**config.mk**
```make
export PLATFORM = sky130hd
export DESIGN_NAME = pong_score_ctrl
export DESIGN_NICKNAME = d
export VERILOG_FILES = /design/src/rtl/pong_score_ctrl.sv
export SDC_FILE = /design/constraint.sdc
export NUM_CORES = 1
export LEC_CHECK = 0
export BUFFER_PORTS_ARGS = -buffer_cell sky130_fd_sc_hd__buf_2
export CORE_UTILIZATION = 47
export CTS_CLUSTER_DIAMETER = 40
export DETAILED_ROUTE_END_ITERATION = 8
export GPL_TIMING_DRIVEN = 0
export HOLD_SLACK_MARGIN = 0.02
export PLACE_DENSITY = 0.76
export SLEW_MARGIN = 20
export SYNTH_ARGS = -nofsm -noshare
export SYNTH_HDL_FRONTEND = slang
export SYNTH_SLANG_ARGS = --single-unit
```
**constraint.sdc**
```tcl
create_clock -name i_Clk -period 1.75 [get_ports i_Clk]
set_input_delay 0.2625 -clock i_Clk [delete_from_list [all_inputs] [get_ports i_Clk]]
set_output_delay 0.2625 -clock i_Clk [all_outputs]
set_load 0.005 [all_outputs]
```
**src/rtl/pong_score_ctrl.sv**
```systemverilog
// pong_score_ctrl: game-level scorer for Pong.
// Watches the ball at both goal columns, tests it against the defending
// paddle, counts points for both players and declares a winner.
// o_Game_Active starts the ball controller and recentres it while low.
//
// Optional build macro: PONG_AUTO_SERVE_EN
//   When defined, the block re-serves on its own c_SERVE_DELAY cycles after
//   returning to IDLE from a point. When undefined, every serve needs i_Start.

module pong_score_ctrl #(
  parameter int c_GAME_WIDTH    = 40,
  parameter int c_GAME_HEIGHT   = 30,
  parameter int c_PADDLE_HEIGHT = 6,
  parameter int c_PADDLE_COL_P1 = 0,
  parameter int c_PADDLE_COL_P2 = 39,
  parameter int c_SCORE_LIMIT   = 9,
  parameter int c_SERVE_DELAY   = 50000000
) (
  input  logic                              i_Clk,
  input  logic                              i_Rst_L,
  input  logic                              i_Start,
  input  logic [$clog2(c_GAME_WIDTH)-1:0]   i_Ball_X,
  input  logic [$clog2(c_GAME_HEIGHT)-1:0]  i_Ball_Y,
  input  logic [$clog2(c_GAME_HEIGHT)-1:0]  i_Paddle_Y_P1,
  input  logic [$clog2(c_GAME_HEIGHT)-1:0]  i_Paddle_Y_P2,
  output logic                              o_Game_Active,
  output logic [3:0]                        o_P1_Score,
  output logic [3:0]                        o_P2_Score,
  output logic                              o_Point,
  output logic [1:0]                        o_Winner
);

  localparam int XW = $clog2(c_GAME_WIDTH);
  localparam int YW = $clog2(c_GAME_HEIGHT);

  localparam logic [XW-1:0] COL_P1   = XW'(c_PADDLE_COL_P1);
  localparam logic [XW-1:0] COL_P2   = XW'(c_PADDLE_COL_P2);
  localparam logic [YW:0]   PADDLE_H = (YW+1)'(c_PADDLE_HEIGHT);
  localparam logic [3:0]    LIMIT    = 4'(c_SCORE_LIMIT);

  // An illegal parameter set keeps the block parked in IDLE, which makes the
  // mistake obvious on the first attempt to play instead of scoring garbage.
  localparam bit CFG_OK = (c_PADDLE_COL_P2 == c_GAME_WIDTH - 1) &&
                          (c_SCORE_LIMIT >= 1) && (c_SCORE_LIMIT <= 15) &&
                          (c_SERVE_DELAY >= 1);

  typedef enum logic [2:0] {
    S_IDLE,
    S_RUNNING,
    S_P1_POINT,
    S_P2_POINT,
    S_GAME_OVER
  } state_t;

  state_t     state, state_nxt;
  logic [3:0] p1_score_nxt, p2_score_nxt;
  logic [1:0] winner_nxt;
  logic       point_nxt;
  logic       start_ok;
  logic       serve_due;
  logic [YW:0] p1_bottom, p2_bottom;
  logic        hit_p1, hit_p2;

  // Score increment that can never pass the limit or wrap the 4-bit field.
  function automatic logic [3:0] sat_inc(input logic [3:0] v);
    if (v >= LIMIT) return LIMIT;
    else            return v + 4'd1;
  endfunction

  assign start_ok = i_Start && CFG_OK;

  // Paddle spans [top, top+height); the bottom edge is one bit wider so a
  // paddle near the last row does not wrap around to the top.
  always_comb begin
    p1_bottom = {1'b0, i_Paddle_Y_P1} + PADDLE_H;
    p2_bottom = {1'b0, i_Paddle_Y_P2} + PADDLE_H;
    hit_p1 = ({1'b0, i_Ball_Y} >= {1'b0, i_Paddle_Y_P1}) && ({1'b0, i_Ball_Y} < p1_bottom);
    hit_p2 = ({1'b0, i_Ball_Y} >= {1'b0, i_Paddle_Y_P2}) && ({1'b0, i_Ball_Y} < p2_bottom);
  end

  // Next-state and next-output decode.
  always_comb begin
    state_nxt    = state;
    p1_score_nxt = o_P1_Score;
    p2_score_nxt = o_P2_Score;
    winner_nxt   = o_Winner;
    point_nxt    = 1'b0;
    case (state)
      S_IDLE: begin
        if (start_ok || serve_due) state_nxt = S_RUNNING;
      end
      S_RUNNING: begin
        // Left goal wins the tie when both goal tests fire in one cycle.
        if (i_Ball_X == COL_P1 && !hit_p1)      state_nxt = S_P2_POINT;
        else if (i_Ball_X == COL_P2 && !hit_p2) state_nxt = S_P1_POINT;
      end
      S_P1_POINT: begin
        p1_score_nxt = sat_inc(o_P1_Score);
        point_nxt    = 1'b1;
        if (p1_score_nxt == LIMIT) begin
          state_nxt  = S_GAME_OVER;
          winner_nxt = 2'b01;
        end else begin
          state_nxt  = S_IDLE;
        end
      end
      S_P2_POINT: begin
        p2_score_nxt = sat_inc(o_P2_Score);
        point_nxt    = 1'b1;
        if (p2_score_nxt == LIMIT) begin
          state_nxt  = S_GAME_OVER;
          winner_nxt = 2'b10;
        end else begin
          state_nxt  = S_IDLE;
        end
      end
      S_GAME_OVER: begin
        if (start_ok) begin
          p1_score_nxt = 4'd0;
          p2_score_nxt = 4'd0;
          winner_nxt   = 2'b00;
          state_nxt    = S_RUNNING;
        end
      end
      default: state_nxt = S_IDLE;
    endcase
  end

  // State, score and output registers; o_Point lands with the new score.
  always_ff @(posedge i_Clk) begin
    if (!i_Rst_L) begin
      state         <= S_IDLE;
      o_Game_Active <= 1'b0;
      o_P1_Score    <= 4'd0;
      o_P2_Score    <= 4'd0;
      o_Point       <= 1'b0;
      o_Winner      <= 2'b00;
    end else begin
      state         <= state_nxt;
      o_Game_Active <= (state_nxt == S_RUNNING);
      o_P1_Score    <= p1_score_nxt;
      o_P2_Score    <= p2_score_nxt;
      o_Point       <= point_nxt;
      o_Winner      <= winner_nxt;
    end
  end

`ifdef PONG_AUTO_SERVE_EN
  localparam int CNT_W = (c_SERVE_DELAY > 1) ? $clog2(c_SERVE_DELAY) : 1;
  localparam logic [CNT_W-1:0] CNT_LAST = CNT_W'(c_SERVE_DELAY - 1);

  logic [CNT_W-1:0] serve_cnt;
  logic             serve_armed;

  assign serve_due = (state == S_IDLE) && serve_armed && (serve_cnt == CNT_LAST);

  // Serve countdown: armed only on IDLE entry from a point, cleared on any
  // IDLE entry and whenever the ball goes back into play.
  always_ff @(posedge i_Clk) begin
    if (!i_Rst_L) begin
      serve_cnt   <= '0;
      serve_armed <= 1'b0;
    end else if (state != S_IDLE && state_nxt == S_IDLE) begin
      serve_cnt   <= '0;
      serve_armed <= (state == S_P1_POINT) || (state == S_P2_POINT);
    end else if (state == S_IDLE && state_nxt != S_IDLE) begin
      serve_cnt   <= '0;
      serve_armed <= 1'b0;
    end else if (state == S_IDLE && serve_armed) begin
      serve_cnt   <= serve_cnt + 1'b1;
    end
  end
`else
  assign serve_due = 1'b0;
`endif

endmodule

```
==> flow_metrics.env, run 1 <==
export IMPL_irDropWorstVdd_v=0.000385
export IMPL_syn2layout_area_growth_pct=19.4
export IMPL_drtAntennaViolNets=0
export IMPL_p_clk_share_pct=26.6
export IMPL_die_area_um2=3010
export IMPL_synthCells=154
export IMPL_cp_cell_sequence="inv_1 -> ha_1 -> nor2_1 -> a21boi_1 -> or4b_1 -> a21boi_0"
export IMPL_synth_fp_nets=204
export IMPL_grt_util_met1_pct=22.0
export IMPL_crit_family="simple AND/OR/NAND/NOR gates"
export IMPL_cp_end_kind="flip-flop"
export IMPL_slew_viol_final=0
export IMPL_vias=1245
export IMPL_place_gp_congestion=0.799
export IMPL_ctsHoldBuffers=0
export IMPL_wl_per_cell_um=12.1
export IMPL_drtIter0Drc=23
export IMPL_yosys_top_cells_area="ha_1, dfxtp_1, nor2b_1, inv_1, o21a_1"
export IMPL_globalRoute_busiestLayer="met2"
export IMPL_grt_max_degree=11
export IMPL_clock_skew_ns=0.00687
export IMPL_hold_path_class="primary input to flip-flop"
export IMPL_clock_latency_ns=0.28
export IMPL_clock_sinks=15
export IMPL_yosysWarnings=0
export IMPL_start_util_pct=51.1
export IMPL_overflow=0
export IMPL_cts_made_buffers=3
export IMPL_synth_largest_area_cell="ha_1"
export IMPL_post_route_period_util_pct=94.0
export IMPL_relSlewSlack_pct=74.2
export IMPL_p_seq_share_pct=49.2
export IMPL_first_global_vias=1137
export IMPL_crit_type="flip-flop to flip-flop"
export IMPL_synth_top_area_share_pct=24.8
export IMPL_synth_edf_count=0
export IMPL_dp_hpwl_mm=2.32
export IMPL_max_cap_viol_count=0
export IMPL_finalCriticalPeriod_ns=1.65
export IMPL_ys_flop_type="dfxtp_1"
export IMPL_num_io_pins=36
export IMPL_use_met2_pct=39.6
export IMPL_power_mw=0.717
export IMPL_post_route_drc_count=0
export IMPL_synth_common_cells="ha_1, dfxtp_1, inv_1"
export IMPL_cp_buffers_inverters=1
export IMPL_antenna_found_initial=0
export IMPL_grt_pass1_wl_mm=4.48
export IMPL_viasPerCell=5.58
export IMPL_ys_seq_elements=15
export IMPL_pwr_share_comb_pct=24.3
export IMPL_hold_viol=0
export IMPL_setup_ws_ns=0.104
export IMPL_antennaDiodeCount=0
export IMPL_htreeDepth=1
export IMPL_rsz0062_at_grt="false"
export IMPL_port_buffers=35
export IMPL_swShare_pct=28.0
export IMPL_core_rowCount=18
export IMPL_ys_seq_area_share_pct=22.9
export IMPL_clk_pin_slew_worst_paths_ns=0.09
export IMPL_cts_tree="done"
export IMPL_tightest_slew_ns=0.382
export IMPL_drive_gt1_share_pct=23.8
export IMPL_die_y_um=54.8
export IMPL_clock_fmax_mhz=608
export IMPL_p_int_mw=0.516
export IMPL_core_um2=2570
export IMPL_synth_async_reset_ratio_pct=0
export IMPL_fp_dieW_um=54.8
export IMPL_setup_violations=0
export IMPL_crit_fanout=5
export IMPL_synth_most_common_cell="ha_1"
export IMPL_post_place_ws_ns=-0.204
export IMPL_clockBufferDepth=2
export IMPL_p_leak_nw=0.767
export IMPL_status="finished, final reports clean"
export IMPL_fin_util_pct=61.1
export IMPL_grt_use_total_pct=20.3
export IMPL_p_switching_mw=0.201
export IMPL_avgSynthCellArea_um2=8.52
export IMPL_cp_start_kind="flip-flop"
export IMPL_cp_required_ns=1.96
export IMPL_pwr_density_cell_nw_per_um2=457
export IMPL_dr_pass1_iters=4
export IMPL_drt_total_wl_mm=2.71
export IMPL_netlist_area_um2=1310
export IMPL_cp_arrival_ns=1.86
export IMPL_nets=244
export IMPL_crit_path_top_delay_cell="or4b_1"
export IMPL_rrSetupSlack_ns=0.10
export IMPL_ys_types=42
export IMPL_cpPeakStageDelay_ns=0.52
export IMPL_grtUsageMet3_pct=1.39
export IMPL_root_buffer="clkbuf_4"
flip-flops by register name, indices dropped and copies added (netlist names):
signal / flops
o_Point: 1
o_Winner: 2
o_P2_Score: 4
state: 3
o_P1_Score: 4
o_Game_Active: 1
cell families (layout without fill, tap and decap cells):
| kind of cell | after synthesis | after routing | share of synthesized area, % |
|---|---|---|---|
| AO/OA/AOI/OAI | 38 | 38 | 21.7 |
| XOR/XNOR | 5 | 5 | 3.34 |
| adder cells (fa/ha/maj) | 26 | 26 | 24.8 |
| buffers and inverters | 14 | 53 | 4.00 |
| flip-flops | 15 | 15 | 22.9 |
| AND/OR/NAND/NOR | 56 | 56 | 23.3 |
power groups by stage:
stage / clock (mW) / sequential, mW / combinational (mW)
after floorplan: 0 / 0.359 / 0.107
after global placement: 0 / 0.360 / 0.163
after detailed placement: 0 / 0.360 / 0.172
after CTS: 0.197 / 0.352 / 0.173
after global routing: 0.212 / 0.353 / 0.200
final: 0.190 / 0.352 / 0.174
worst reg2reg max path, stage by stage, from the launching register on:
cell      delay [ns]
dfxtp_1         0.40
inv_1           0.09
ha_1            0.19
nor2_1          0.08
a21boi_1        0.13
or4b_1          0.52
a21boi_0        0.17
per-layer routing:
layer	vias up	part of all wire [%]
met3	6	4.1
met2	44	50
li1	644	-
met4	0	1.3
met1	551	44
met5	-	0
area by class of cell:
class,instances,area (um2)
Buffer,1,3.75
Clock buffer,3,22.5
Clock inverter,1,5.00
Fill cell,235,1000
Inverter,13,48.8
Multi-Input combinational cell,125,973
Sequential cell,15,302
Tap cell,30,37.5
Timing Repair Buffer,35,175
metrics by stage:
stage / instances / cell area [um2] / hold WS (ns) / TNS [ns]
6_report: 223 / 1570 / 0.271 / 0
3_3_place_gp: 219 / 1530 / 0.522 / -0.536
5_1_grt: 223 / 1570 / 0.264 / 0
3_5_place_dp: 219 / 1530 / 0.529 / -0.529
2_1_floorplan: 154 / 1310 / 0.407 / 0
4_1_cts: 223 / 1550 / 0.265 / 0
worst paths after layout:
check | start | end | depth (start not counted)
setup / recovery | o_P2_Score[1] | o_P2_Score[2] | 6
hold / removal | i_Rst_L | o_P1_Score[1] | 2
setup reg to reg | o_P2_Score[1] | o_P2_Score[2] | 6
hold reg to reg | o_P1_Score[1] | o_P1_Score[1] | 2
layout by cell type, fill, tap and decap left out, drive strengths merged, types with 6 or more instances in the layout:
master	n
buf	35
dfxtp	15
ha	26
inv	13
nand2	7
nand3	7
nor2	9
nor2b	8
nor3	6
o21ai	7
what timing repair did:
action                                  4_1_cts  5_1_grt
setup buffers                                 0        0
endpoints found under the setup margin        0        5
resized for setup                             0        3
Power figures use the tool's default switching activity.
==> run 2: changes to the inputs <==
--- a/config.mk
+++ b/config.mk
@@ -5,6 +5,7 @@
 export SDC_FILE = /design/constraint.sdc
 export NUM_CORES = 1
 export LEC_CHECK = 0
+export ABC_CLOCK_PERIOD_IN_PS = 1750
 export BUFFER_PORTS_ARGS = -buffer_cell sky130_fd_sc_hd__buf_2
 export CORE_UTILIZATION = 47
 export CTS_CLUSTER_DIAMETER = 40
==> constraint.sdc (replaced) <==
create_clock -name i_Clk -period 1.75 [get_ports i_Clk]
set_input_delay 0.35 -clock i_Clk [delete_from_list [all_inputs] [get_ports i_Clk]]
set_output_delay 0.35 -clock i_Clk [all_outputs]
set_load 0.005 [all_outputs]
==> flow_metrics.env, run 2 (synthesis gave the netlist of run 1 again) <==
export IMPL_status="finished, final reports clean"
export IMPL_cts_made_buffers=3
export IMPL_finalCriticalPeriod_ns=1.66
export IMPL_hold_end="state[0]"
export IMPL_reg2reg_depth=6
export IMPL_mostFrequentLayoutCell="buf_2"
export IMPL_cp_common_cell="ha_1"
export IMPL_pwr_density_cell_nw_per_um2=464
export IMPL_relSlewSlack_pct=72.9
export IMPL_num_io_pins=36
export IMPL_grt_max_degree=11
export IMPL_cp_end_kind="flip-flop"
export IMPL_slew_viol_final=0
export IMPL_drtIter0Drc=30
export IMPL_p_leak_nw=0.772
export IMPL_post_route_period_util_pct=94.7
export IMPL_cts_tree="done"
export IMPL_min_from="i_Start"
export IMPL_placed_area_um2=1560
export IMPL_cp_buffers_inverters=2
export IMPL_core_um2=2570
export IMPL_final_cell_mix="buf_2, ha_1, dfxtp_1"
export IMPL_clock_latency_ns=0.28
export IMPL_first_global_vias=1099
export IMPL_cp_start_kind="primary input"
export IMPL_port_buffers=35
export IMPL_setup_violations=0
export IMPL_viasPerCell=5.63
export IMPL_clock_fmax_mhz=603
export IMPL_cp_required_ns=1.94
export IMPL_tns_ns=0
export IMPL_rrSetupSlack_ns=0.10
export IMPL_multiInputGateArea_um2=990
export IMPL_clk_pin_slew_worst_paths_ns=0.10
export IMPL_clock_skew_ns=0.00305
export IMPL_start_util_pct=51.1
export IMPL_crit_fanout=3
export IMPL_irDropWorstVdd_v=0.000466
export IMPL_max_cap_viol_count=0
export IMPL_place_gp_congestion=0.741
export IMPL_die_y_um=54.8
export IMPL_die_area_um2=3010
export IMPL_dp_hpwl_mm=2.28
export IMPL_whs_path_depth=3
export IMPL_root_buffer="clkbuf_4"
export IMPL_vias=1255
export IMPL_ctsHoldBuffers=0
export IMPL_cp_arrival_ns=1.84
export IMPL_post_place_ws_ns=-0.325
export IMPL_clock_sinks=15
export IMPL_crit_type="primary input to flip-flop"
export IMPL_nets=244
export IMPL_setup_ws_ns=0.0928
export IMPL_drive_gt1_share_pct=26.4
export IMPL_hold_slack_ns=0.336
export IMPL_drt_total_wl_mm=2.79
export IMPL_register_area_um2=303
export IMPL_cts_setup_buffers=0
export IMPL_clockBufferDepth=2
export IMPL_reg_top3="o_P1_Score (4), o_P2_Score (4), state (3)"
export IMPL_cpPeakStageDelay_ns=0.29
export IMPL_dr_pass1_iters=4
export IMPL_fin_util_pct=62.7
export IMPL_hold_path_class="primary input to flip-flop"
export IMPL_syn2layout_area_growth_pct=22.7
export IMPL_drtAntennaViolNets=0
export IMPL_grt_use_total_pct=20.3
export IMPL_core_rowCount=18
export IMPL_antennaDiodeCount=0
export IMPL_r2r_end="o_Winner[1]"
export IMPL_fill_cells=229
export IMPL_tightest_slew_ns=0.402
export IMPL_cp_cell_sequence="buf_2 -> inv_1 -> ha_1 -> xor2_1 -> ha_1 -> nand3_1 -> and3_1 -> o32ai_2 -> o21a_1"
export IMPL_r2r_start="o_P1_Score[0]"
export IMPL_crit_path_top_delay_cell="ha_1"
export IMPL_fp_dieW_um=54.8
export IMPL_post_route_drc_count=0
export IMPL_grt_pass1_wl_mm=4.44
export IMPL_hold_viol=0
export IMPL_wl_per_cell_um=12.5
export IMPL_htreeDepth=1
export IMPL_antenna_found_initial=0
export IMPL_crit_family="adder cells"
export IMPL_overflow=0
export IMPL_fin_area_um2=1610
## run 2: timing repair
item                       4_1_cts  5_1_grt
gates resized for setup          2        7
pin swaps                        0        5
setup endpoints to repair        3        5
## run 2: how the worst max path moves through the flow
stage / startpoint / endpoint / slack (ns) / cells past startpoint
after floorplan: i_Paddle_Y_P2[2] / state[1] / -0.02 / 9
after global placement: i_Paddle_Y_P2[2] / state[1] / -0.30 / 10
after detailed placement: i_Paddle_Y_P2[2] / o_Game_Active / -0.33 / 10
after CTS: i_Paddle_Y_P2[2] / o_Game_Active / 0.02 / 10
after global routing: i_Paddle_Y_P2[1] / o_Game_Active / -0.02 / 10
final: i_Paddle_Y_P1[1] / state[1] / 0.09 / 9
## run 2: cell type report
type,count,share of cell area [%]
inverters,13,4.27
clock inverters,1,0.311
well taps,30,2.33
flip-flops and latches,15,18.8
clock buffers,3,1.40
multi-input cells,125,61.5
repair buffers,35,11.2
plain buffers,1,0.233
## run 2: routing by layer
metal | global-route usage, % | up-vias | wire [um]
li1 | - | 647 | -
met1 | 21.5 | 569 | 1140
met2 | 41.8 | 35 | 1490
met3 | 1.11 | 4 | 119
met4 | 5.56 | 0 | 37
met5 | 0 | - | 0
## run 2: worst register-to-register path, delay by kind of cell (launching register included)
kind,cells,cell delay [ns]
buffers and inverters,1,0.06
AO/OA/AOI/OAI,2,0.43
AND/OR/NAND/NOR,2,0.33
adder cells (fa/ha/maj),1,0.32
flip-flops,1,0.42
## run 2: stage by stage
step,std cells,power [mW]
2_1_floorplan,154,0.471
3_3_place_gp,219,0.530
3_5_place_dp,219,0.543
5_1_grt,223,0.786
4_1_cts,223,0.742
6_report,223,0.747
## run 2: power by group
| part | internal [mW] | switching (mW) |
|---|---|---|
| Sequential | 0.347 | 0.00541 |
| Combinational | 0.0910 | 0.0970 |
| Clock | 0.0848 | 0.122 |
